==> src/rtl/cpu_defines.sv <==
// Encodings shared between the control unit and the EX-stage divider.
// Helpers classify a divide opcode as signed and/or remainder-producing.
package cpu_defines;

  localparam logic [1:0] DIV_OP_DIV  = 2'b00;
  localparam logic [1:0] DIV_OP_DIVU = 2'b01;
  localparam logic [1:0] DIV_OP_REM  = 2'b10;
  localparam logic [1:0] DIV_OP_REMU = 2'b11;

  function automatic logic div_op_signed(input logic [1:0] op);
    return (op == DIV_OP_DIV) || (op == DIV_OP_REM);
  endfunction

  function automatic logic div_op_is_rem(input logic [1:0] op);
    return (op == DIV_OP_REM) || (op == DIV_OP_REMU);
  endfunction

endpackage

==> src/rtl/div_unit_if.sv <==
// Request/response bundle between the EX stage (master) and the divider (slave).
// Both directions use valid/ready: a beat transfers on a rising edge where valid && ready.
interface div_unit_if #(parameter int XLEN = 32);
  logic            req_valid_i;
  logic            req_ready_o;
  logic [1:0]      div_op_i;
  logic [XLEN-1:0] operand_a_i;
  logic [XLEN-1:0] operand_b_i;
  logic            flush_i;
  logic            resp_valid_o;
  logic            resp_ready_i;
  logic [XLEN-1:0] result_o;
  logic            busy_o;

  modport master (
    output req_valid_i, div_op_i, operand_a_i, operand_b_i, flush_i, resp_ready_i,
    input  req_ready_o, resp_valid_o, result_o, busy_o
  );

  modport slave (
    input  req_valid_i, div_op_i, operand_a_i, operand_b_i, flush_i, resp_ready_i,
    output req_ready_o, resp_valid_o, result_o, busy_o
  );
endinterface

==> src/rtl/div_unit.sv <==
// Multi-cycle RV32M divider (DIV/DIVU/REM/REMU), radix-2 restoring, one quotient bit per cycle.
// Optional macro DIV_EARLY_OUT_EN: divide-by-zero and signed overflow skip the iterations.
module div_unit
  import cpu_defines::*;
#(
  parameter int XLEN = 32
) (
  input  logic       clk,
  input  logic       rst_n,
  div_unit_if.slave  bus,
  output logic [1:0] dbg_state_o
);

  typedef enum logic [1:0] {
    S_IDLE = 2'd0,
    S_CALC = 2'd1,
    S_DONE = 2'd2
  } state_e;

  localparam logic [XLEN-1:0] MIN_NEG = {1'b1, {(XLEN-1){1'b0}}};

  state_e          state_q, state_d;
  logic [4:0]      cnt_q, cnt_d;
  logic            fix_q, fix_d;
  logic [XLEN-1:0] quo_q, quo_d;
  logic [XLEN-1:0] rem_q, rem_d;
  logic [XLEN-1:0] div_q, div_d;
  logic [XLEN-1:0] a_q, a_d;
  logic            rsel_q, rsel_d;
  logic            negq_q, negq_d;
  logic            negr_q, negr_d;
  logic            zero_q, zero_d;
  logic            ovf_q, ovf_d;
  logic [XLEN-1:0] result_q, result_d;
  logic            resp_valid_q, resp_valid_d;

  logic            accept;
  logic            op_signed;
  logic [XLEN-1:0] abs_a, abs_b;
  logic            b_zero, is_ovf;
  logic [XLEN:0]   rem_sh;
  logic [XLEN-1:0] quo_sh, trial;
  logic            ge;
  logic [XLEN-1:0] q_fix, r_fix, result_sel;

  assign bus.req_ready_o  = (state_q == S_IDLE) && rst_n && !bus.flush_i;
  assign bus.resp_valid_o = resp_valid_q;
  assign bus.result_o     = result_q;
  assign bus.busy_o       = (state_q != S_IDLE);
  assign dbg_state_o      = state_q;

  assign accept    = bus.req_valid_i && bus.req_ready_o;
  assign op_signed = div_op_signed(bus.div_op_i);
  assign abs_a     = (op_signed && bus.operand_a_i[XLEN-1]) ? -bus.operand_a_i : bus.operand_a_i;
  assign abs_b     = (op_signed && bus.operand_b_i[XLEN-1]) ? -bus.operand_b_i : bus.operand_b_i;
  assign b_zero    = (bus.operand_b_i == '0);
  assign is_ovf    = op_signed && (bus.operand_a_i == MIN_NEG) && (bus.operand_b_i == '1);

  // One restoring step: the shifted value is the 33-bit partial remainder. When it is
  // >= divisor the true difference is below 2^32, so a 32-bit subtract is exact.
  assign rem_sh = {rem_q, quo_q[XLEN-1]};
  assign quo_sh = {quo_q[XLEN-2:0], 1'b0};
  assign ge     = (rem_sh >= {1'b0, div_q});
  assign trial  = rem_sh[XLEN-1:0] - div_q;

  always_comb begin
    q_fix = negq_q ? -quo_q : quo_q;
    r_fix = negr_q ? -rem_q : rem_q;
    if (zero_q) begin
      q_fix = '1;
      r_fix = a_q;
    end else if (ovf_q) begin
      q_fix = MIN_NEG;
      r_fix = '0;
    end
    result_sel = rsel_q ? r_fix : q_fix;
  end

  always_comb begin
    state_d      = state_q;
    cnt_d        = cnt_q;
    fix_d        = fix_q;
    quo_d        = quo_q;
    rem_d        = rem_q;
    div_d        = div_q;
    a_d          = a_q;
    rsel_d       = rsel_q;
    negq_d       = negq_q;
    negr_d       = negr_q;
    zero_d       = zero_q;
    ovf_d        = ovf_q;
    result_d     = result_q;
    resp_valid_d = resp_valid_q;

    if (bus.flush_i) begin
      state_d      = S_IDLE;
      fix_d        = 1'b0;
      resp_valid_d = 1'b0;
    end else begin
      case (state_q)
        S_IDLE: begin
          if (accept) begin
            state_d = S_CALC;
            cnt_d   = 5'd31;
            quo_d   = abs_a;
            rem_d   = '0;
            div_d   = abs_b;
            a_d     = bus.operand_a_i;
            rsel_d  = div_op_is_rem(bus.div_op_i);
            negq_d  = op_signed && !b_zero && (bus.operand_a_i[XLEN-1] ^ bus.operand_b_i[XLEN-1]);
            negr_d  = op_signed && bus.operand_a_i[XLEN-1];
            zero_d  = b_zero;
            ovf_d   = is_ovf;
`ifdef DIV_EARLY_OUT_EN
            fix_d   = b_zero || is_ovf;
`else
            fix_d   = 1'b0;
`endif
          end
        end
        S_CALC: begin
          // fix_q marks the exit edge that follows the last iteration
          if (fix_q) begin
            fix_d        = 1'b0;
            result_d     = result_sel;
            resp_valid_d = 1'b1;
            state_d      = S_DONE;
          end else begin
            rem_d = ge ? trial : rem_sh[XLEN-1:0];
            quo_d = {quo_sh[XLEN-1:1], ge};
            cnt_d = cnt_q - 5'd1;
            if (cnt_q == 5'd0) fix_d = 1'b1;
          end
        end
        S_DONE: begin
          if (bus.resp_ready_i) begin
            resp_valid_d = 1'b0;
            state_d      = S_IDLE;
          end
        end
        default: begin
          state_d      = S_IDLE;
          resp_valid_d = 1'b0;
        end
      endcase
    end
  end

  always_ff @(posedge clk) begin
    if (!rst_n) begin
      state_q      <= S_IDLE;
      cnt_q        <= '0;
      fix_q        <= 1'b0;
      quo_q        <= '0;
      rem_q        <= '0;
      div_q        <= '0;
      a_q          <= '0;
      rsel_q       <= 1'b0;
      negq_q       <= 1'b0;
      negr_q       <= 1'b0;
      zero_q       <= 1'b0;
      ovf_q        <= 1'b0;
      result_q     <= '0;
      resp_valid_q <= 1'b0;
    end else begin
      state_q      <= state_d;
      cnt_q        <= cnt_d;
      fix_q        <= fix_d;
      quo_q        <= quo_d;
      rem_q        <= rem_d;
      div_q        <= div_d;
      a_q          <= a_d;
      rsel_q       <= rsel_d;
      negq_q       <= negq_d;
      negr_q       <= negr_d;
      zero_q       <= zero_d;
      ovf_q        <= ovf_d;
      result_q     <= result_d;
      resp_valid_q <= resp_valid_d;
    end
  end

endmodule

==> src/flat_wrapper.sv <==
// flat-port wrapper written by rule: the top's interface ports become plain ports
module div_unit_flat import cpu_defines::*;
#(
  parameter int XLEN = 32
)
  (clk, rst_n, dbg_state_o, bus_req_valid_i, bus_div_op_i, bus_operand_a_i, bus_operand_b_i, bus_flush_i, bus_resp_ready_i, bus_req_ready_o, bus_resp_valid_o, bus_result_o, bus_busy_o);
  div_unit_if #(.XLEN(XLEN)) bus_i ();
  input  logic clk;
  input  logic rst_n;
  output logic [1:0] dbg_state_o;
  input wire logic [$bits(bus_i.req_valid_i)-1:0] bus_req_valid_i;
  input wire logic [$bits(bus_i.div_op_i)-1:0] bus_div_op_i;
  input wire logic [$bits(bus_i.operand_a_i)-1:0] bus_operand_a_i;
  input wire logic [$bits(bus_i.operand_b_i)-1:0] bus_operand_b_i;
  input wire logic [$bits(bus_i.flush_i)-1:0] bus_flush_i;
  input wire logic [$bits(bus_i.resp_ready_i)-1:0] bus_resp_ready_i;
  output wire logic [$bits(bus_i.req_ready_o)-1:0] bus_req_ready_o;
  output wire logic [$bits(bus_i.resp_valid_o)-1:0] bus_resp_valid_o;
  output wire logic [$bits(bus_i.result_o)-1:0] bus_result_o;
  output wire logic [$bits(bus_i.busy_o)-1:0] bus_busy_o;
  assign bus_i.req_valid_i = bus_req_valid_i;
  assign bus_i.div_op_i = bus_div_op_i;
  assign bus_i.operand_a_i = bus_operand_a_i;
  assign bus_i.operand_b_i = bus_operand_b_i;
  assign bus_i.flush_i = bus_flush_i;
  assign bus_i.resp_ready_i = bus_resp_ready_i;
  assign bus_req_ready_o = bus_i.req_ready_o;
  assign bus_resp_valid_o = bus_i.resp_valid_o;
  assign bus_result_o = bus_i.result_o;
  assign bus_busy_o = bus_i.busy_o;
  div_unit #(.XLEN(XLEN)) u_core (.clk(clk), .rst_n(rst_n), .bus(bus_i), .dbg_state_o(dbg_state_o));
endmodule
==> config.mk <==
export PLATFORM = sky130hd
export DESIGN_NAME = div_unit_flat
export DESIGN_NICKNAME = d
export VERILOG_FILES = /design/src/rtl/cpu_defines.sv /design/src/rtl/div_unit_if.sv /design/src/rtl/div_unit.sv /design/src/flat_wrapper.sv
export SDC_FILE = /design/constraint.sdc
export NUM_CORES = 1
export LEC_CHECK = 0
export CAP_MARGIN = 15
export CORE_ASPECT_RATIO = 1.2
export CORE_UTILIZATION = 41
export DETAILED_ROUTE_END_ITERATION = 10
export PLACE_DENSITY_LB_ADDON = 0.15
export SLEW_MARGIN = 30
export SYNTH_ARGS = -nofsm -noshare
export SYNTH_HDL_FRONTEND = slang
export SYNTH_SLANG_ARGS = --single-unit
==> constraint.sdc <==
create_clock -name clk -period 4 [get_ports clk]
set_input_delay 0.8 -clock clk [delete_from_list [all_inputs] [get_ports clk]]
set_output_delay 0.8 -clock clk [all_outputs]
set_load 0.05 [all_outputs]
After elaboration in Yosys (flattened, before gate mapping)
Cells that the tools add are included.

Bits in registers: 174.

Add/sub/neg operators: 6. Bitwise gates (word level): 4. Reductions and logical operators: 26. Eq/ne operators: 10. Mux-type cells: 30. Magnitude comparators: 1.

Operator list (count): $mux 32 (14); $neg 32->32 (4); $pmux 32 s2 (2); $eq 32x32->1 const B (2); $ge 33x32->1 (1); $logic_not 32->1 (1); $sub 32x32->32 (1); $reduce_and 3->1 (4); $mux 5 (2); $pmux 5 s2 (1); $logic_and 1x1->1 (9); $eq 2x2->1 const B (3); $mux 2 (3); $pmux 2 s3 (1); $logic_not 5->1 (1); $mux 1 (5); $sub 5x1->5 const B (1); $logic_not 2->1 (2); $ne 2x1->1 const B (2); $ne 2x2->1 const B (2); $reduce_and 4->1 (1); $reduce_bool 2->1 (2); $not 1->1 (3); $pmux 1 s3 (1); 7 further kinds (9).

Longest topological paths before layout
Depth after elaboration: 6. Depth in mapped cells: 14. Mapped depth without buffers: 13.

Least setup slack after synthesis
No wires, ideal clock.

Path kind: register to register. Start: register u_core.state_q[1], in the netlist u_core.dbg_state_o[1]. End: register u_core.quo_q[26]. Arrival: 3.282 ns. Slack: 0.627 ns. Clock period less this slack: 3.373 ns. Data required time: 3.909 ns. Stages on the path, launching flop included: 9. Setup time: 0.091 ns. Cells stage by stage: dfxtp_1 > clkbuf_1 > or2_2 > nor2_1 > nand2_1 > a211oi_1 > clkbuf_1 > a21oi_1 > a311oi_1.

Cells in the longest elaborated chain, start to end: 6. Elaborated cells between the ends (all ways): 10. Classes of those cells: 3 x eq/ne; 1 x mux; 6 x reduce/logical.

RTL lines: start: declaration (line div_unit.sv:22) `state_e state_q, state_d;`; start signal: assignment (line div_unit.sv:166) `state_q <= state_d;`; $logic_not 2->1 (line div_unit.sv:46) `assign bus.req_ready_o = (state_q == S_IDLE) && rst_n && !bus.flush_i;`; $logic_and 1x1->1 (2 in series) (line div_unit.sv:46); net bus_req_ready_o (line flat_wrapper.sv:17) `output wire logic [$bits(bus_i.req_ready_o)-1:0] bus_req_ready_o;`; $logic_and 1x1->1 (line div_unit.sv:52) `assign accept = bus.req_valid_i && bus.req_ready_o;`; $ne 2x1->1 (no line); $reduce_and 4->1 (no line); end signal: assignment (line div_unit.sv:169) `quo_q <= quo_d;`; end: declaration (line div_unit.sv:25) `logic [XLEN-1:0] quo_q, quo_d;`.

The timed path passes the listed nets, and every way through them passes these cells. A chain may end at the register's enable or synchronous reset.

Worst setup path after layout
Start: register u_core.div_q[9]. End: register u_core.rem_q[22].

Cells in the longest elaborated chain, start to end: 4. Elaborated cells between the ends (all ways): 5. Classes of those cells: 1 x add/sub; 1 x order compare; 3 x mux.

RTL lines: start: declaration (line div_unit.sv:27) `logic [XLEN-1:0] div_q, div_d;`; start signal: assignment (line div_unit.sv:171) `div_q <= div_d;`; $sub 32x32->32 or $ge 33x32->1 (tied branches) (line div_unit.sv:64, div_unit.sv:63); $mux 32 * (line div_unit.sv:129) `rem_d = ge ? trial : rem_sh[XLEN-1:0];`; $mux 32 * (line div_unit.sv:123) `if (fix_q) begin`; $pmux 32 s2 * (line div_unit.sv:100) `case (state_q)`; end signal: assignment (line div_unit.sv:170) `rem_q <= rem_d;`; end: declaration (line div_unit.sv:26) `logic [XLEN-1:0] rem_q, rem_d;`.

Mark *: on every way between the ends. The rest lies on a longest branch, timed or not. The select of a mux whose other input is x is not followed.

==> metrics.txt <==
status=completed; FF+latch area=0.00348 mm2; post-synth net total=1,677; CP Capture Type=flop; share of cells above drive strength 1=0.0622; drt drc=0; worst hold slack=0.449 ns; Logic pwr share=0.276; internal power=3.24 mW; Final Cycle Share=0.864; post-synth top area share=0.301; Leakage=4.90 nW; achievable frequency=289 MHz; crit path max fanout=30; setup_tns=0 ns; PwrDens=354 mW/mm2; vias in the first global route=10.9k; Overflow after GRT=0; Final ANT Viol Nets=0; clock sink count=174; hold_buf cts=0; Nets=1,753; initial drt markers=691; Synth Area per Inst=7.39 um2; fillcell total=2,853; initial antenna violation count=0; die width=155 um; RSZ-0062 raised after global routing=false; placed wire-length estimate=28,500 um; Hold Crit Endpoint=u_core.bus.result_o[10]; Critical R2R Launch=u_core.div_q[9]; Post-Synthesis Cells=1,566; internal reg-to-reg setup slack=0.55 ns; asr flop ratio synth=0; EDFF count, synth=0; CTS tree=built; final period demand of the worst path=3.45 ns; Longest Clk Path Bufs=2; clk slew on worst S/H paths=0.07 ns; hold wc startpoint=u_core.bus.result_o[10]; footprint of the multi-input gates=0.00753 mm2; largest net degree at the start of global routing=112; YS warnings=0; Flop pwr share=0.382; PostCTS Resize Cnt=0; switching part of the total power=0.333; Hold Path Stages=2; DRT Wirelength=38,400 um; GP Congestion=0.887; via count=11.6k; Seq cells post-synth=174; chip height=186 um; cts bufs inserted=17; endpoints failing hold=0; ant diodes=0; crit path kind=reg -> reg; Slew headroom=0.402; endpoints failing setup=0; post-route insts no fill=2,034; GR Util All Layers=0.270; HP Class=reg -> reg; first drt pass iteration count=5; top cells by area, synth=dfxtp_1, a21oi_1, nand2_1; synthesis-to-layout area growth=18.7%; Synth cell types=61; Clock power frac=0.342; root buffer cell=clkbuf_16; Placed Area=0.0132 mm2; WP data arrival=3.77 ns; die area=0.0289 mm2; sw power=1.62 mW; worst skew pair latency=0.45 ns; slew at the pin with the worst max-slew slack=0.894 ns; WL/cell=18.9 um; Max Cap Viol=0; FP Rows=67; Critical Path RT=4.31 ns; Worst Skew=0.0141 ns; first-pass GRT wire length=60,400 um; htree depth=4; area of the core=0.0278 mm2; FF-to-FF End=u_core.rem_q[22]; Synth Flop Type=dfxtp_1; cell accounting for the most synthesized area=dfxtp_1; max-slew violation count=0; Synth Cell Area=0.0116 mm2; fin area=0.0137 mm2; Setup crit start kind=flop; Worst Reg2Reg Path Length in Cells=12; maximum VDD drop=0.241 mV; sequential fraction of the synthesis area=0.301; placed insts=2,002; port bufs=107; I/O pins=108; Vias/cell=5.72; Initial Util=0.416; setup bufs post-CTS=0
final cells by class:
type / instances / share of cell area
Multi-Input combinational cell: 1235 / 0.548
Clock inverter: 13 / 0.00965
Sequential cell: 174 / 0.254
Inverter: 61 / 0.0168
Clock buffer: 19 / 0.0322
Timing Repair Buffer: 153 / 0.105
Tap cell: 379 / 0.0345
worst max path at each step:
stage / cells after the start / from / to
3_3_place_gp: 10 / bus_operand_a_i[6] / u_core.quo_q[26]
4_1_cts: 12 / u_core.div_q[9] / u_core.rem_q[22]
2_1_floorplan: 8 / u_core.dbg_state_o[1] / u_core.quo_q[26]
6_report: 12 / u_core.div_q[9] / u_core.rem_q[22]
3_5_place_dp: 10 / bus_operand_a_i[6] / u_core.quo_q[26]
5_1_grt: 11 / bus_operand_a_i[6] / u_core.quo_q[30]
synth_stat cells (8+ instances only):
cell type	number
nor2_1	124
a21oi_1	199
a31oi_1	9
or4_1	8
a221oi_1	11
clkbuf_1	88
a211oi_1	38
nand3_1	31
nand4_1	15
inv_1	61
nand2b_1	13
o311ai_0	8
nor3_1	31
nand2_1	225
o31ai_1	32
xnor2_1	71
or3_1	19
o41ai_1	12
o21ai_0	119
nor4_1	16
mux2i_1	30
xor2_1	72
ha_1	39
a311oi_1	8
o211ai_1	13
dfxtp_1	174
power groups by stage:
stage	clock [mW]	sequential, mW	combinational [mW]
final	1.66	1.85	1.34
after global routing	1.76	1.86	1.46
after CTS	1.69	1.85	1.33
after detailed placement	0	1.89	1.33
after global placement	0	1.89	1.32
after floorplan	0	1.87	0.927
registers in the layout, summed over array words and instances (netlist names), 2 cells and up:
register and cells:
u_core.cnt_q 5, u_core.a_q 32, u_core.div_q 32, u_core.bus.result_o 32, u_core.dbg_state_o 2, u_core.rem_q 32, u_core.quo_q 32
metrics by stage:
step	util	total power, mW	setup slack (ns)
6_report	0.494	4.86	0.545
5_1_grt	0.494	5.08	0.332
4_1_cts	0.493	4.87	0.562
3_5_place_dp	0.473	3.22	0.146
3_3_place_gp	0.473	3.22	0.181
2_1_floorplan	-	2.80	0.627
worst max-delay path: stages, from the launching register on:
cell and delay (ns):
dfxtp_1 0.33, inv_1 0.07, ha_1 0.46, nand3_1 0.16, or3_1 0.39, a31o_2 0.25, a31oi_1 0.23, nor4_1 0.10
o31a_1 0.36, o21ai_4 0.34, buf_12 0.27, mux2i_1 0.25, o21ai_0 0.10
cells by family (layout without fill, tap and decap cells):
logic type,count (synthesis),count (layout),share of synthesized area
buf+inv,157,246,0.0512
xor+xnor,143,143,0.108
simple gates,526,526,0.208
fa+ha+maj,40,40,0.0439
flops,174,174,0.301
compound gates,496,496,0.261
mux,30,30,0.0259
layout by cell type (no fill, tap or decap), drive strengths merged, types with 13 or more instances in the layout:
master	count
nand4	15
o211ai	13
clkdlybuf4s50	106
buf	47
o21ai	120
nor3	31
dfxtp	174
clkbuf	19
a211oi	38
or3	21
ha	39
mux2i	30
o31ai	33
nor4	16
xor2	72
inv	64
nor2	124
a21oi	199
nand2b	15
nand2	225
xnor2	71
nand3	31
layer usage:
layer  GRT usage  vias to the layer above  share of wire
met3      0.0326                       60          0.046
met1       0.322                     5484           0.42
met2       0.491                      347           0.50
met5           0                        -              0
li1            -                     5747              -
met4       0.101                        0          0.030
No activity file was read; power rests on OpenSTA's default activity.
==> patch, RTL diff (same flow settings) <==
`XLEN` is set to 32 in 3 places; all go to 16.
--- a/src/rtl/div_unit_if.sv
+++ b/src/rtl/div_unit_if.sv
@@ -2,3 +2,3 @@
 // Both directions use valid/ready: a beat transfers on a rising edge where valid && ready.
-interface div_unit_if #(parameter int XLEN = 32);
+interface div_unit_if #(parameter int XLEN = 16);
   logic            req_valid_i;
--- a/src/rtl/div_unit.sv
+++ b/src/rtl/div_unit.sv
@@ -5,3 +5,3 @@
 #(
-  parameter int XLEN = 32
+  parameter int XLEN = 16
 ) (
--- a/src/flat_wrapper.sv
+++ b/src/flat_wrapper.sv
@@ -3,3 +3,3 @@
 #(
-  parameter int XLEN = 32
+  parameter int XLEN = 16
 )
Interface: changed (resized bus_operand_a_i, bus_operand_b_i and bus_result_o); port bits go from 108 to 60. The function was not compared with the original's and may differ.
==> patch against the original RTL <==
  * Sequential share of layout area is 1.2 points higher
  * Sequential cell count decreased by 80
  * Wire length fell by 53%
  * Total power fell by 49%
  * Count of clock-buffer cells in the layout shrank 6
  * Cell area fell by 48%
  * Synthesized area is 47% lower
  * Worst setup slack improved by 0.56 ns
  * Sequential power decreased by 45%
  * Largest power group unchanged
  * Highest routed layer unchanged
==> patch: results <==
set metrics [dict create \
    outcome "finished clean" \
    cts_setup_buffers 0 \
    synth.top_cells.by_count "a21oi_1 (113), nand2_1 (110), dfxtp_1 (94), nor2_1 (76), o21ai_0 (61)" \
    yosysWarnings 0 \
    arrival_ns 2.09 \
    clk_pin_slew_ns 0.06 \
    synth.avg_cell_area_um2 7.549 \
    cts_made_buffers 9 \
    wl_mm 17.88 \
    dp.cells 1034 \
    drive_gt1_share_pct 4.706 \
    avgRoutedWirePerCell_um 17.03 \
    cts_root_buf "clkbuf_16" \
    antenna_found_initial 0 \
    skew_ns 0.008211 \
    synthFlopType "dfxtp_1" \
    post_cts_resized 0 \
    hp-class "flip-flop to flip-flop" \
    worstMarginPinSlew_ns 0.9065 \
    ir_drop_v 0.0001961 \
    synthTopCellsByArea "dfxtp_1 (31%), a21oi_1 (9.2%), nand2_1 (6.7%)" \
    min_from "u_core.div_q[15]" \
    dp_slack_ns 0.8511 \
    critPathMaxFanout 21 \
    cts-htree-levels 3 \
    crit_start "rst_n" \
    gp_congestion 0.8695 \
    grt_pass1_wl_mm 28.83 \
    drt_first_pass_iters 5 \
    seq_area_frac_synth_pct 30.51 \
    drtIter0Drc 423 \
    insertion_delay_ns 0.35 \
    dpl.hpwl_mm 13.37 \
    via_per_inst 5.576 \
    grtUsageTotal_pct 23.65 \
    r2r_start "u_core.quo_q[15]" \
    grt_pass1_vias 5555 \
    async_flop_share_pct 0 \
    syn-num-nets 880 \
    clockBufferDepth 2 \
    io_buffer_count 59 \
    synth_cell_types 68 \
    n_antenna_cell 0 \
    fin_nets 908 \
    grt_start_max_net_pins 61 \
    leakagePower_nw 2.646 \
]
==> patch: changes by cell type in the layout (fill, tap and decap cells not counted), moves of 18 or more <==
cell	before	now
a211oi_1	37	15
nand2_1	224	110
buf_4	45	8
xnor2_1	71	39
o31ai_1	32	9
xor2_1	72	27
a21oi_1	199	113
nor2_1	122	75
o21ai_0	119	61
inv_1	60	34
nand3_1	31	10
nor3_1	31	13
clkdlybuf4s50_1	106	58
dfxtp_1	173	94
==> patch: final timing paths <==
| check | endpoint | depth (start not counted) | slack, ns |
|---|---|---|---|
| min | u_core.div_q[15] | 2 | 0.46 |
| max reg2reg | u_core.rem_q[14] | 11 | 1.20 |
| max | bus_req_ready_o | 5 | 1.11 |
| min reg2reg | u_core.div_q[15] | 2 | 0.46 |
==> patch: per-layer routing <==
| metal | GRT usage, % | wire length (um) | part of all wire (%) |
|---|---|---|---|
| met5 | 0 | 0 | 0 |
| met4 | 7.287 | 325 | 1.8 |
| met1 | 31.76 | 8216 | 46 |
| met2 | 38.86 | 8495 | 48 |
| met3 | 3.656 | 844 | 4.7 |
==> patch: layout make-up <==
cell class	instances	area (um^2)
Inverter	35	131.4
Tap cell	200	250.2
Clock buffer	13	240.2
Fill cell	1484	7440
Multi-Input combinational cell	639	3929
Timing Repair Buffer	66	640.6
Sequential cell	94	1882
Clock inverter	3	21.27
==> patch: power by group <==
group | leakage (nW) | internal, mW | switching [mW] | total (mW)
Sequential | 0.763 | 0.970 | 0.0472 | 1.02
Clock | 0.124 | 0.423 | 0.367 | 0.790
Combinational | 1.76 | 0.277 | 0.383 | 0.660
==> patch: metrics by stage <==
step	power, mW	cell area (um^2)
after floorplan	1.516	6167
after global placement	1.683	6830
after global routing	2.587	7094
after detailed placement	1.693	6830
after CTS	2.477	7092
final	2.468	7094
==> patch: cells by family (layout without fill, tap and decap cells) <==
kind of cell    Yosys count  in the layout  synth area share (%)
flops                    94             94                 30.51
buf+inv                  84            117                 5.822
fa+ha+maj                24             24                 4.991
mux                      13             13                 2.110
xor+xnor                 66             66                 9.373
compound gates          261            261                 26.23
simple gates            275            275                 20.96
==> patch: critical path: stages <==
cell	delay, ns
clkdlybuf4s50_1	0.45
buf_4	0.24
nand2b_1	0.17
nor2_1	0.19
buf_4	0.23
